**config.mk**
```make
export PLATFORM = sky130hd
export DESIGN_NAME = seq_alu_flat
export DESIGN_NICKNAME = d
export VERILOG_FILES = /design/src/rtl/alu_pkg.sv /design/src/rtl/seq_alu_if.sv /design/src/rtl/alu_shift_add_mul.sv /design/src/rtl/seq_alu.sv /design/src/flat_wrapper.sv
export SDC_FILE = /design/constraint.sdc
export NUM_CORES = 1
export LEC_CHECK = 0
export BUFFER_PORTS_ARGS = -buffer_cell sky130_fd_sc_hd__buf_4
export CAP_MARGIN = 20
export CORE_AREA = 2 2 71 80
export DETAILED_ROUTE_END_ITERATION = 8
export DIE_AREA = 0 0 73 82
export PLACE_DENSITY = 0.67
export REMOVE_ABC_BUFFERS = 1
export SLEW_MARGIN = 20
export SYNTH_ARGS = -nofsm -noshare
export SYNTH_HDL_FRONTEND = slang
export SYNTH_SLANG_ARGS = --single-unit
```
**constraint.sdc**
```tcl
create_clock -name clk -period 1.2 [get_ports clk]
set_clock_uncertainty 0.2 [all_clocks]
set_input_delay 0.3 -clock clk [delete_from_list [all_inputs] [get_ports clk]]
set_output_delay 0.3 -clock clk [all_outputs]
set_load 0.05 [all_outputs]
```
**src/rtl/alu_pkg.sv**
```systemverilog
// Shared opcode/state encodings, flag bundle and latency constants for seq_alu.
// Latency: n/a (types and constants only). Backpressure: n/a.
// Optional multiplier is selected with SEQ_ALU_MUL_EN; the encodings here are build-independent.
package alu_pkg;

    typedef enum logic [2:0] {
        OP_ADD = 3'b000,
        OP_SUB = 3'b001,
        OP_AND = 3'b010,
        OP_OR  = 3'b011,
        OP_XOR = 3'b100,
        OP_SHL = 3'b101,
        OP_SHR = 3'b110,
        OP_MUL = 3'b111
    } op_e;

    typedef enum logic [1:0] {
        ST_IDLE = 2'd0,
        ST_BUSY = 2'd1,
        ST_DONE = 2'd2
    } state_e;

    typedef struct packed {
        logic carryout;
        logic overflow;
        logic parity;
        logic zero;
    } flags_t;

    // Accept-edge to out_valid distance, in rising edges.
    localparam int LAT_SINGLE_CYCLE = 1;

    function automatic int op_latency(op_e op, int width, bit mul_en);
        return (op == OP_MUL && mul_en) ? width + 1 : LAT_SINGLE_CYCLE;
    endfunction

endpackage

```
**src/rtl/seq_alu_if.sv**
```systemverilog
// Operation request / result response bundle for seq_alu.
// Latency: n/a (wires only). Backpressure: valid/ready on both request and response sides.
// Shape is identical with and without SEQ_ALU_MUL_EN.
interface seq_alu_if #(parameter int WIDTH = 8);
    logic             in_valid;
    logic             in_ready;
    logic [WIDTH-1:0] a;
    logic [WIDTH-1:0] b;
    logic [2:0]       s;
    logic             out_valid;
    logic             out_ready;
    logic [WIDTH-1:0] result;
    logic             carryout;
    logic             overflow;
    logic             parity;
    logic             zero;

    modport master (
        output in_valid, a, b, s, out_ready,
        input  in_ready, out_valid, result, carryout, overflow, parity, zero
    );

    modport slave (
        input  in_valid, a, b, s, out_ready,
        output in_ready, out_valid, result, carryout, overflow, parity, zero
    );
endinterface

```
**src/rtl/alu_shift_add_mul.sv**
```systemverilog
// Iterative shift-add multiplier producing the full 2*WIDTH-bit product; only built with SEQ_ALU_MUL_EN.
// Latency: start edge loads operands, WIDTH further edges iterate, done is high after the last one.
// Backpressure: none; done stays high until the next edge, the owner must sample it then.
module alu_shift_add_mul #(
    parameter int WIDTH = 8
) (
    input  logic                 clk,
    input  logic                 rst_n,
    input  logic                 start,
    input  logic [WIDTH-1:0]     a,
    input  logic [WIDTH-1:0]     b,
    output logic                 done,
    output logic [2*WIDTH-1:0]   product
);
    localparam int CW = $clog2(WIDTH + 1);

    logic [2*WIDTH-1:0] acc_q, acc_d;
    logic [2*WIDTH-1:0] mcand_q, mcand_d;
    logic [WIDTH-1:0]   mplier_q, mplier_d;
    logic [CW-1:0]      cnt_q, cnt_d;
    logic               run_q, run_d;

    always_comb begin
        acc_d    = acc_q;
        mcand_d  = mcand_q;
        mplier_d = mplier_q;
        cnt_d    = cnt_q;
        run_d    = run_q;
        if (start) begin
            acc_d    = '0;
            mcand_d  = {{WIDTH{1'b0}}, a};
            mplier_d = b;
            cnt_d    = CW'(WIDTH);
            run_d    = 1'b1;
        end else if (run_q) begin
            if (cnt_q != '0) begin
                if (mplier_q[0]) begin
                    acc_d = acc_q + mcand_q;
                end
                mcand_d  = mcand_q << 1;
                mplier_d = mplier_q >> 1;
                cnt_d    = cnt_q - CW'(1);
            end else begin
                run_d = 1'b0;
            end
        end
    end

    always_ff @(posedge clk or negedge rst_n) begin
        if (!rst_n) begin
            acc_q    <= '0;
            mcand_q  <= '0;
            mplier_q <= '0;
            cnt_q    <= '0;
            run_q    <= 1'b0;
        end else begin
            acc_q    <= acc_d;
            mcand_q  <= mcand_d;
            mplier_q <= mplier_d;
            cnt_q    <= cnt_d;
            run_q    <= run_d;
        end
    end

    // Counter reaching zero while running means the last partial product has been added.
    assign done    = run_q && (cnt_q == '0);
    assign product = acc_q;

endmodule

```
**src/rtl/seq_alu.sv**
```systemverilog
// Sequential ALU with registered result/flags; SEQ_ALU_MUL_EN adds a WIDTH-cycle shift-add MUL.
// Latency: 1 edge accept->out_valid for most opcodes, WIDTH+1 for MUL when enabled.
// Backpressure: one op in flight; in_ready only in IDLE, result held in DONE until out_ready.
module seq_alu
    import alu_pkg::*;
#(
    parameter int WIDTH = 8
) (
    input  logic   clk,
    input  logic   rst_n,
    seq_alu_if.slave bus
);
    state_e             state_q, state_d;
    logic [WIDTH-1:0]   result_q, result_d;
    flags_t             flags_q, flags_d;

    op_e                op;
    logic               accept;
    logic [WIDTH-1:0]   alu_res;
    logic               alu_cout;
    logic               alu_ovf;
    logic [WIDTH:0]     sum_ext;
    logic [WIDTH:0]     diff_ext;

    assign op     = op_e'(bus.s);
    assign accept = bus.in_valid && (state_q == ST_IDLE);

    function automatic flags_t mk_flags(logic [WIDTH-1:0] r, logic c, logic o);
        flags_t f;
        f.carryout = c;
        f.overflow = o;
        f.parity   = ^r;
        f.zero     = ~|r;
        return f;
    endfunction

`ifdef SEQ_ALU_MUL_EN
    logic                 mul_start;
    logic                 mul_done;
    logic [2*WIDTH-1:0]   mul_product;

    assign mul_start = accept && (op == OP_MUL);

    alu_shift_add_mul #(.WIDTH(WIDTH)) u_mul (
        .clk     (clk),
        .rst_n   (rst_n),
        .start   (mul_start),
        .a       (bus.a),
        .b       (bus.b),
        .done    (mul_done),
        .product (mul_product)
    );
`endif

    // Single-cycle datapath; MUL yields zero here and is overridden by the multiplier when built.
    always_comb begin
        sum_ext  = {1'b0, bus.a} + {1'b0, bus.b};
        diff_ext = {1'b0, bus.a} - {1'b0, bus.b};
        alu_res  = '0;
        alu_cout = 1'b0;
        alu_ovf  = 1'b0;
        case (op)
            OP_ADD: begin
                alu_res  = sum_ext[WIDTH-1:0];
                alu_cout = sum_ext[WIDTH];
                alu_ovf  = (bus.a[WIDTH-1] == bus.b[WIDTH-1]) &&
                           (sum_ext[WIDTH-1] != bus.a[WIDTH-1]);
            end
            OP_SUB: begin
                alu_res  = diff_ext[WIDTH-1:0];
                alu_cout = diff_ext[WIDTH];
                alu_ovf  = (bus.a[WIDTH-1] != bus.b[WIDTH-1]) &&
                           (diff_ext[WIDTH-1] != bus.a[WIDTH-1]);
            end
            OP_AND: alu_res = bus.a & bus.b;
            OP_OR:  alu_res = bus.a | bus.b;
            OP_XOR: alu_res = bus.a ^ bus.b;
            OP_SHL: begin
                alu_res  = {bus.a[WIDTH-2:0], 1'b0};
                alu_cout = bus.a[WIDTH-1];
            end
            OP_SHR: begin
                alu_res  = {1'b0, bus.a[WIDTH-1:1]};
                alu_cout = bus.a[0];
            end
            default: begin
                alu_res  = '0;
                alu_cout = 1'b0;
            end
        endcase
    end

    always_comb begin
        state_d  = state_q;
        result_d = result_q;
        flags_d  = flags_q;
        case (state_q)
            ST_IDLE: begin
                if (accept) begin
`ifdef SEQ_ALU_MUL_EN
                    if (op == OP_MUL) begin
                        state_d = ST_BUSY;
                    end else
`endif
                    begin
                        state_d  = ST_DONE;
                        result_d = alu_res;
                        flags_d  = mk_flags(alu_res, alu_cout, alu_ovf);
                    end
                end
            end
`ifdef SEQ_ALU_MUL_EN
            ST_BUSY: begin
                if (mul_done) begin
                    state_d  = ST_DONE;
                    result_d = mul_product[WIDTH-1:0];
                    flags_d  = mk_flags(mul_product[WIDTH-1:0],
                                        |mul_product[2*WIDTH-1:WIDTH], 1'b0);
                end
            end
`endif
            ST_DONE: begin
                if (bus.out_ready) begin
                    state_d = ST_IDLE;
                end
            end
            default: state_d = ST_IDLE;
        endcase
    end

    always_ff @(posedge clk or negedge rst_n) begin
        if (!rst_n) begin
            state_q  <= ST_IDLE;
            result_q <= '0;
            flags_q  <= '0;
        end else begin
            state_q  <= state_d;
            result_q <= result_d;
            flags_q  <= flags_d;
        end
    end

    assign bus.in_ready  = (state_q == ST_IDLE);
    assign bus.out_valid = (state_q == ST_DONE);
    assign bus.result    = result_q;
    assign bus.carryout  = flags_q.carryout;
    assign bus.overflow  = flags_q.overflow;
    assign bus.parity    = flags_q.parity;
    assign bus.zero      = flags_q.zero;

endmodule

```
**src/flat_wrapper.sv**
```systemverilog
// flat-port wrapper written by rule: the top's interface ports become plain ports
module seq_alu_flat import alu_pkg::*;
#(
    parameter int WIDTH = 8
)
  (clk, rst_n, bus_in_valid, bus_a, bus_b, bus_s, bus_out_ready, bus_in_ready, bus_out_valid, bus_result, bus_carryout, bus_overflow, bus_parity, bus_zero);
  seq_alu_if #(.WIDTH(WIDTH)) bus_i ();
  input  logic clk;
  input  logic rst_n;
  input wire logic [$bits(bus_i.in_valid)-1:0] bus_in_valid;
  input wire logic [$bits(bus_i.a)-1:0] bus_a;
  input wire logic [$bits(bus_i.b)-1:0] bus_b;
  input wire logic [$bits(bus_i.s)-1:0] bus_s;
  input wire logic [$bits(bus_i.out_ready)-1:0] bus_out_ready;
  output wire logic [$bits(bus_i.in_ready)-1:0] bus_in_ready;
  output wire logic [$bits(bus_i.out_valid)-1:0] bus_out_valid;
  output wire logic [$bits(bus_i.result)-1:0] bus_result;
  output wire logic [$bits(bus_i.carryout)-1:0] bus_carryout;
  output wire logic [$bits(bus_i.overflow)-1:0] bus_overflow;
  output wire logic [$bits(bus_i.parity)-1:0] bus_parity;
  output wire logic [$bits(bus_i.zero)-1:0] bus_zero;
  assign bus_i.in_valid = bus_in_valid;
  assign bus_i.a = bus_a;
  assign bus_i.b = bus_b;
  assign bus_i.s = bus_s;
  assign bus_i.out_ready = bus_out_ready;
  assign bus_in_ready = bus_i.in_ready;
  assign bus_out_valid = bus_i.out_valid;
  assign bus_result = bus_i.result;
  assign bus_carryout = bus_i.carryout;
  assign bus_overflow = bus_i.overflow;
  assign bus_parity = bus_i.parity;
  assign bus_zero = bus_i.zero;
  seq_alu #(.WIDTH(WIDTH)) u_core (.clk(clk), .rst_n(rst_n), .bus(bus_i));
endmodule
```
==> results of run 1 <==
[registers in the layout, indices dropped and copies added, names as in the netlist]
signal	count
u_core.bus.result	8
u_core.bus.carryout	1
u_core.bus.overflow	1
u_core.bus.parity	1
u_core.bus.zero	1
u_core.state_q	1
[synth_stat cells, types with 2 or more instances]
cell	count
a21oi_1	13
o21ai_0	20
a21o_1	4
a31oi_1	2
nand2b_1	6
clkbuf_1	5
xnor2_1	7
nor2_1	12
dfrtp_1	13
xor2_1	2
mux2_2	3
buf_2	5
nand2_1	24
o22ai_1	2
inv_1	25
and2_1	2
nor2b_1	3
o21ai_1	8
mux4_2	2
a211oi_1	3
mux2i_1	4
a22o_1	3
ha_1	28
a311oi_1	4
fa_1	2
or3_1	2
[final timing paths]
kind	slack, ps	to	cells after the start	start
max in group asynchronous	410	u_core.bus.parity$_DFFE_PN0P_	2	rst_n
min	50	u_core.state_q[1]$_DFFE_PN0P_	2	bus_out_ready
max	-1680	u_core.bus.parity$_DFFE_PN0P_	14	bus_a[0]
min in group asynchronous	230	u_core.bus.result[5]$_DFFE_PN0P_	2	rst_n
max reg2reg	-140	u_core.bus.result[0]$_DFFE_PN0P_	5	u_core.state_q[1]$_DFFE_PN0P_
min reg2reg	290	u_core.bus.overflow$_DFFE_PN0P_	2	u_core.bus.overflow$_DFFE_PN0P_
[metal layers]
metal  global-route usage, %  wire length (um)
met4                   10.74               177
met1                   24.34              2443
met3                   1.472               287
met2                   36.22              3078
met5                       0                 0
[logic make-up after synthesis]
| logic type | after synthesis | share of synthesized area [%] |
|---|---|---|
| AOI/OAI and AO/OA | 76 | 28.03 |
| and+or+nand+nor | 56 | 14.56 |
| xor gates and xnor gates | 9 | 4.246 |
| DFF | 13 | 17.52 |
| buffers and inverters | 37 | 8.221 |
| muxes | 9 | 6.401 |
| adders and majority gates | 30 | 21.02 |
[where the power goes]
group	switching [mW]	internal (mW)	leakage [nW]
clock	0.155	0.235	0.0228
sequential	0.0692	0.538	0.165
combinational	1.10	1.03	1.36
total	1.32	1.81	1.55
[through the flow]
stage	TNS, ps	utilization, %	instance area (um^2)	total power [mW]
after floorplan	-13510	-	1802	1.561
after global placement	-15680	51.15	2670	2.189
after detailed placement	-16100	51.15	2670	2.215
after CTS	-13390	60.50	3158	2.986
after global routing	-15050	61.60	3216	3.312
final	-13830	61.60	3216	3.130
[area by class of cell]
cell class	instances	area, um^2	area share [%]
multi-input cells	180	1630	50.70
clock buffers	4	45.04	1.401
repair buffers	123	1036	32.22
flip-flops and latches	13	325.3	10.12
well taps	60	75.07	2.335
inverters	26	103.9	3.230
[what timing repair did]
| item | CTS | global route |
|---|---|---|
| resized for setup | 77 | 13 |
| hold buffers | 1 | 0 |
| hold endpoints to repair | 13 | 0 |
| setup buffers | 21 | 7 |
| pin swaps | 40 | 16 |
| endpoints found under the setup margin | 26 | 26 |
==> impl_metrics.env, run 1 <==
export IMPL_gp_congestion=0.8442
export IMPL_status="complete, but fails checks"
export IMPL_finalMaxSlewViolations=0
export IMPL_end_kind="register"
export IMPL_synth_edf_count=0
export IMPL_antenna_cells=0
export IMPL_slew_headroom_pct=70.44
export IMPL_critical_path_buf_inv_count=3
export IMPL_core_area_um2=5220
export IMPL_cts_root_buf="clkbuf_8"
export IMPL_fin_nets=400
export IMPL_clock_sinks=13
export IMPL_insertion_delay_ps=250
export IMPL_dr_pass1_iters=5
export IMPL_cpMaxStageDelayCell="mux4_2"
export IMPL_synthesis_area_um2=1857
export IMPL_critPathTopFamily="adder cells"
export IMPL_arrival_ps=2810
export IMPL_die_area_um2=5986
export IMPL_grt_pass1_wl_um=9680
export IMPL_avgRoutedWirePerCell_um=14.75
export IMPL_io_buffers=36
export IMPL_stdcell_count=406
export IMPL_max_freq_mhz=347.0
export IMPL_required_ps=1130
export IMPL_critPathMaxStageDelay_ps=510
export IMPL_synth_area_per_cell_um2=8.073
export IMPL_worstSetupStartpointType="input port"
export IMPL_worst_slew_pin_slew_ps=440.1
export IMPL_drtIter0Drc=109
export IMPL_clkTransAtPathRegs_ps=50
export IMPL_cap_violations=0
export IMPL_syn_inst=230
export IMPL_drc=0
export IMPL_num_io_pins=37
export IMPL_final_common_cell="buf_4"
export IMPL_synth_seq_cells=13
export IMPL_fin_crit_sh_pct=240.1
export IMPL_rsz0062_at_grt="yes"
export IMPL_crit_fanout=3
export IMPL_grt_pass1_vias=2153
export IMPL_cp_cell_sequence="buf_8 > inv_4 > ha_4 > inv_2 > fa_2 > nor3b_4 > o31ai_2 > o21ai_1 > xnor2_1 > mux4_2 > ha_4 > xnor2_2 > xnor2_1 > o21ai_1"
export IMPL_grt_max_degree=21
export IMPL_grt_ovfl_total=0
export IMPL_yosysTopAreaCellShare_pct=18.87
export IMPL_setup_ws_ps=-1682
export IMPL_dp_slack_ps=-2081
export IMPL_via_per_inst=5.281
export IMPL_syn_to_final_growth_pct=73.18
export IMPL_cts_tree="yes"
export IMPL_synth_async_reset_ratio_pct=100.0
export IMPL_power_leakage_nw=1.550
export IMPL_synth_area_leaders="ha_1 (19%), dfrtp_1 (18%), o21ai_0 (5.4%)"
export IMPL_hp_class="in -> reg"
export IMPL_failed_checks="setup timing"
export IMPL_vdd_drop_max_uv=553.0
export IMPL_cts_buffers=3
export IMPL_drive_gt1_share_pct=50.58
export IMPL_fin_crit_ps=2882
export IMPL_h_tree_depth=1
export IMPL_start_util_pct=35.57
export IMPL_grt_util_all_layers_pct=20.41
export IMPL_cts_path_max_buffers=2
export IMPL_rows=28
export IMPL_antenna_found_initial=0
export IMPL_vias=2144
export IMPL_ys_seq_area_share_pct=17.52
export IMPL_hpwl_um=4110
export IMPL_ys_flop_type="dfrtp_1"
export IMPL_die_x_um=73
export IMPL_synth_warnings=0
export IMPL_dieHeight_um=82
export IMPL_p_per_area_nw_per_um2=973.2
export IMPL_drt_wl_total_um=5987
export IMPL_fill_cells=427
export IMPL_yosysTopAreaCell="ha_1"
export IMPL_synth_cell_type_count=52
export IMPL_hold_violations=0
export IMPL_setup_viol=26
export IMPL_timing_hold_ws_ps=46.04
export IMPL_drtAntennaViolNets=0
export IMPL_place_inst=383
export IMPL_crit_type="in -> reg"
export IMPL_layout_common_cells="buf_4 (98), nand2_1 (24), ha_1 (20), buf_6 (20), inv_1 (19)"
Note: power is estimated with default switching activity, not from simulation.
==> inputs of run 2 (changes only) <==
--- a/config.mk
+++ b/config.mk
@@ -7,11 +7,12 @@
 export LEC_CHECK = 0
 export BUFFER_PORTS_ARGS = -buffer_cell sky130_fd_sc_hd__buf_4
 export CAP_MARGIN = 20
-export CORE_AREA = 2 2 71 80
+export CORE_AREA = 2 2 61 69
 export DETAILED_ROUTE_END_ITERATION = 8
-export DIE_AREA = 0 0 73 82
-export PLACE_DENSITY = 0.67
+export DIE_AREA = 0 0 63 71
+export PLACE_DENSITY = 0.84
 export REMOVE_ABC_BUFFERS = 1
+export SKIP_CTS_REPAIR_TIMING = 1
 export SLEW_MARGIN = 20
 export SYNTH_ARGS = -nofsm -noshare
 export SYNTH_HDL_FRONTEND = slang
==> run 2 against run 1 <==
Against the previous run: the flow still finishes with violations (setup timing); setup slack got worse by 140 ps; total power fell by 1.1%; combinational power fell by 3%; final cell count fell by 4.4%; critical path depth did not move; die area fell by 25%; utilization rose by 17 points; largest power group unchanged.
==> impl_metrics.env, run 2 (same netlist as run 1, synthesis figures left out) <==
export IMPL_status="complete, but fails checks"
export IMPL_failed_checks="setup timing"
export IMPL_grt_pass1_wl_um=8369
export IMPL_vias=2420
export IMPL_grt_util_all_layers_pct=22.69
export IMPL_cts_root_buf="clkbuf_8"
export IMPL_cpMaxStageDelayCell="a2111o_1"
export IMPL_dr_pass1_iters=5
export IMPL_rows=24
export IMPL_setup_ws_ps=-1817
export IMPL_fin_nets=390
export IMPL_seq_area_um2=325.3
export IMPL_grt_ovfl_total=0
export IMPL_required_ps=1130
export IMPL_die_area_um2=4473
export IMPL_insertion_delay_ps=250
export IMPL_antenna_found_initial=0
export IMPL_worst_slew_pin_slew_ps=638.3
export IMPL_h_tree_depth=1
export IMPL_cts_buffers=3
export IMPL_grt_pass1_vias=1977
export IMPL_drtIter0Drc=348
export IMPL_vdd_drop_max_uv=373.4
export IMPL_layout_common_cells="buf_4 (94), nand2_1 (24), ha_1 (23)"
export IMPL_multi_input_area_um2=1520
export IMPL_hpwl_um=4194
export IMPL_grt_max_degree=21
export IMPL_drtAntennaViolNets=0
export IMPL_finalMaxSlewViolations=0
export IMPL_p_int_mw=1.698
export IMPL_start_util_pct=48.69
export IMPL_crit_fanout=3
export IMPL_io_buffers=36
export IMPL_cts_tree="yes"
export IMPL_timing_hold_ws_ps=32.18
export IMPL_die_x_um=63
export IMPL_startpoint="bus_a[0]"
export IMPL_worst_path_stages=14
export IMPL_cap_violations=0
export IMPL_dp_slack_ps=-2111
export IMPL_dpl_cell_area_um2=2635
export IMPL_slew_headroom_pct=57.16
export IMPL_fin_crit_sh_pct=251.4
export IMPL_setup_viol=26
export IMPL_swShare_pct=45.15
export IMPL_r2r_cells=5
export IMPL_critical_path_buf_inv_count=3
export IMPL_pwr_share_clk_pct=13.2
export IMPL_drc=0
export IMPL_r2r_slack_ps=-270
export IMPL_cts_path_max_buffers=2
export IMPL_clock_sinks=13
export IMPL_largest_reg_flops=8
export IMPL_antenna_cells=0
export IMPL_r2r_start="u_core.state_q[1]$_DFFE_PN0P_"
export IMPL_fill_cells=198
export IMPL_syn_to_final_growth_pct=61.86
export IMPL_num_io_pins=37
export IMPL_power_leakage_nw=1.484
export IMPL_fin_area_um2=3005
export IMPL_dieHeight_um=71
export IMPL_arrival_ps=2950
export IMPL_p_per_area_nw_per_um2=1030
export IMPL_cp_cell_sequence="buf_8 > inv_6 > ha_4 > inv_2 > fa_2 > nor3b_4 > o311ai_2 > nand2_1 > a2111o_1 > o211a_1 > ha_4 > xnor2_1 > xnor2_1 > o21ai_1"
export IMPL_worstSetupStartpointType="input port"
export IMPL_gp_congestion=0.9255
export IMPL_core_area_um2=3814
export IMPL_drive_gt1_share_pct=44.94
export IMPL_end_kind="register"
export IMPL_clkTransAtPathRegs_ps=50
export IMPL_crit_type="in -> reg"
export IMPL_combPwrFrac_pct=66.8
export IMPL_final_common_cell="buf_4"
export IMPL_max_freq_mhz=331.5
export IMPL_avgRoutedWirePerCell_um=19.46
export IMPL_sequentialPowerShare_pct=20.0
export IMPL_fin_crit_ps=3017
export IMPL_r2r_end="u_core.bus.result[2]$_DFFE_PN0P_"
export IMPL_critPathMaxStageDelay_ps=400
export IMPL_via_per_inst=6.237
export IMPL_rsz0062_at_grt="yes"
export IMPL_drt_wl_total_um=7552
export IMPL_endpoint="u_core.bus.parity$_DFFE_PN0P_"
export IMPL_switchingPower_mw=1.398
export IMPL_hp_class="in -> reg"
export IMPL_hold_violations=0
export IMPL_critPathTopFamily="compound AO/OA/AOI/OAI gates"
run 2: changes by cell type in the layout (fill, tap and decap cells not counted), sizes merged:
| cell | change |
|---|---|
| buf | -10 |
run 2: area by class of cell:
type,count,area share [%]
Clock buffer,4,1.499
Inverter,26,3.539
Tap cell,52,2.165
Sequential cell,13,10.82
Timing Repair Buffer,113,31.39
Multi-Input combinational cell,180,50.58
run 2: how the worst min path moves through the flow:
| stage | slack [ps] | cells after the start | to | from |
|---|---|---|---|---|
| after floorplan | -200 | 0 | u_core.bus.carryout$_DFFE_PN0P_ | rst_n |
| final | 30 | 2 | u_core.state_q[1]$_DFFE_PN0P_ | bus_out_ready |
| after CTS | -310 | 1 | u_core.bus.result[6]$_DFFE_PN0P_ | rst_n |
| after global placement | -50 | 1 | u_core.bus.carryout$_DFFE_PN0P_ | rst_n |
| after detailed placement | -50 | 1 | u_core.bus.parity$_DFFE_PN0P_ | rst_n |
| after global routing | 50 | 2 | u_core.state_q[1]$_DFFE_PN0P_ | bus_out_ready |
run 2: per-stage QoR:
| stage | power (mW) | util, % | setup TNS [ps] | instances |
|---|---|---|---|---|
| finish | 3.096 | 78.81 | -15300 | 388 |
| global route | 3.197 | 78.81 | -16050 | 388 |
| CTS | 2.586 | 70.28 | -15110 | 374 |
| detailed placement | 2.201 | 69.09 | -16390 | 370 |
| global placement | 2.150 | 69.09 | -15500 | 370 |
| floorplan | 1.561 | - | -13510 | 219 |
run 2: power by group through the flow:
| stage | logic (mW) | clock network [mW] | registers [mW] |
|---|---|---|---|
| 5_1_grt | 2.15 | 0.428 | 0.623 |
| 4_1_cts | 1.61 | 0.387 | 0.588 |
| 3_5_place_dp | 1.61 | 0 | 0.594 |
| 2_1_floorplan | 0.622 | 0 | 0.939 |
| 6_report | 2.07 | 0.409 | 0.619 |
| 3_3_place_gp | 1.56 | 0 | 0.587 |
run 2: per-layer routing:
metal | up-vias | share of wire (%) | track usage (%)
met5 | - | 0 | 0
met2 | 213 | 50 | 42.55
met1 | 1107 | 34 | 26.71
met4 | 0 | 6.6 | 9.630
li1 | 1035 | - | -
met3 | 65 | 9.3 | 1.113
==> inputs of run 3 (changes only) <==
--- a/config.mk
+++ b/config.mk
@@ -7,9 +7,9 @@
 export LEC_CHECK = 0
 export BUFFER_PORTS_ARGS = -buffer_cell sky130_fd_sc_hd__buf_4
 export CAP_MARGIN = 20
-export CORE_AREA = 2 2 61 69
+export CORE_AREA = 2 2 53 79
 export DETAILED_ROUTE_END_ITERATION = 8
-export DIE_AREA = 0 0 63 71
+export DIE_AREA = 0 0 55 81
 export PLACE_DENSITY = 0.84
 export REMOVE_ABC_BUFFERS = 1
 export SKIP_CTS_REPAIR_TIMING = 1
==> run 3 against run 2 <==
Against the previous run: the run still ends with setup timing left; hold slack better by 5.0 ps; sequential share of layout area hardly changed; sequential cell count stayed put; critical path type unchanged; register-to-register slack better by 120 ps; wire length is 9.4% lower; fmax is 1.6% higher; setup slack better by 46 ps.
==> impl_metrics.env, run 3 (same netlist as run 1, synthesis figures left out) <==
export IMPL_status="complete, but fails checks"
export IMPL_failed_checks="setup timing"
export IMPL_worst_slew_pin_slew_ps=563.0
export IMPL_via_per_inst=5.931
export IMPL_fin_crit_ps=2971
export IMPL_num_io_pins=37
export IMPL_setup_ws_ps=-1771
export IMPL_drc=0
export IMPL_dieHeight_um=81
export IMPL_grt_max_degree=19
export IMPL_die_x_um=55
export IMPL_crit_fanout=3
export IMPL_max_freq_mhz=336.6
export IMPL_cts_root_buf="clkbuf_8"
export IMPL_fill_cells=231
export IMPL_gp_congestion=0.8792
export IMPL_vdd_drop_max_uv=1313
export IMPL_h_tree_depth=1
export IMPL_rows=28
export IMPL_hp_class="in -> reg"
export IMPL_antenna_found_initial=0
export IMPL_multi_input_area_um2=1545
export IMPL_cap_violations=0
export IMPL_stdcell_count=375
export IMPL_final_common_cell="buf_4"
export IMPL_dr_pass1_iters=4
export IMPL_grt_pass1_vias=1941
export IMPL_die_area_um2=4455
export IMPL_utilization_pct=77.69
export IMPL_grt_pass1_wl_um=8169
export IMPL_fin_crit_sh_pct=247.5
export IMPL_drtIter0Drc=86
export IMPL_hold_violations=0
export IMPL_hpwl_um=4324
export IMPL_crit_type="in -> reg"
export IMPL_insertion_delay_ps=250
export IMPL_fin_nets=384
export IMPL_clkTransAtPathRegs_ps=60
export IMPL_cts_path_max_buffers=2
export IMPL_required_ps=1140
export IMPL_drtAntennaViolNets=0
export IMPL_cts_tree="yes"
export IMPL_rsz0062_at_grt="yes"
export IMPL_largest_reg_flops=8
export IMPL_layout_common_cells="buf_4 (86), nand2_1 (24), ha_1 (22)"
export IMPL_end_kind="register"
export IMPL_cts_buffers=3
export IMPL_start_util_pct=48.18
export IMPL_setup_viol=26
export IMPL_power_leakage_nw=1.468
export IMPL_core_area_um2=3854
export IMPL_place_inst=363
export IMPL_seq_area_um2=325.3
export IMPL_avgRoutedWirePerCell_um=18.24
export IMPL_clock_sinks=13
export IMPL_slew_headroom_pct=62.21
export IMPL_grt_ovfl_total=0
export IMPL_p_per_area_nw_per_um2=1011
export IMPL_drt_wl_total_um=6839
export IMPL_drive_gt1_share_pct=45.15
export IMPL_grt_util_all_layers_pct=24.51
export IMPL_arrival_ps=2910
export IMPL_io_buffers=36
export IMPL_antenna_cells=0
export IMPL_vias=2224
export IMPL_finalMaxSlewViolations=0
export IMPL_syn_to_final_growth_pct=61.25
export IMPL_worstSetupStartpointType="input port"
run 3: worst paths after layout:
| check | to | slack, ps | cells past startpoint | start |
|---|---|---|---|---|
| max in group asynchronous | u_core.bus.result[6]$_DFFE_PN0P_ | 420 | 2 | rst_n |
| min in group asynchronous | u_core.bus.result[4]$_DFFE_PN0P_ | 230 | 2 | rst_n |
| worst min-delay path | u_core.state_q[1]$_DFFE_PN0P_ | 40 | 2 | bus_out_ready |
| worst max register to register | u_core.bus.overflow$_DFFE_PN0P_ | -150 | 3 | u_core.state_q[1]$_DFFE_PN0P_ |
| worst max-delay path | u_core.bus.parity$_DFFE_PN0P_ | -1770 | 14 | bus_a[0] |
| worst min register to register | u_core.bus.result[3]$_DFFE_PN0P_ | 300 | 2 | u_core.bus.result[3]$_DFFE_PN0P_ |
run 3: routing by layer:
metal	track usage, %	vias up	share of wire [%]
met4	11.71	0	7.4
met3	1.103	52	6.5
li1	-	1022	-
met5	0	-	0
met2	46.31	131	52
met1	26.13	1019	34
run 3: through the flow:
stage                     hold slack, ps  total power, mW  TNS (ps)  setup WS (ps)  cell area [um^2]
after floorplan                   -195.6            1.561    -13510          -1797              1802
after global placement            -55.30            2.167    -15450          -2015              2639
after detailed placement          -49.11            2.214    -16230          -2090              2639
after CTS                         -313.3            2.611    -15080          -1851              2684
after global routing               50.94            3.183    -15400          -1784              2994
final                              37.14            3.026    -14320          -1771              2994
run 3: area by class of cell:
type                    instances  area share [%]
inverters                      26           3.468
multi-input cells             180           51.61
flip-flops and latches         13           10.87
well taps                      45           1.880
repair buffers                107           30.67
clock buffers                   4           1.504
run 3: critical path: stages:
cell     delay [ps]
buf_8           100
inv_4            50
ha_4            130
inv_2            40
fa_2            380
nor3b_4         180
o31ai_1         240
o21ai_1         150
xnor2_1         160
mux4_2          520
ha_4            270
xnor2_2         130
xnor2_1         170
o21ai_1          90
run 3: report_power, final:
| part | internal [mW] | switching [mW] | leakage [nW] |
|---|---|---|---|
| sequential | 0.537 | 0.0680 | 0.165 |
| clock | 0.236 | 0.175 | 0.0228 |
| combinational | 0.913 | 1.10 | 1.28 |
| total | 1.69 | 1.34 | 1.47 |
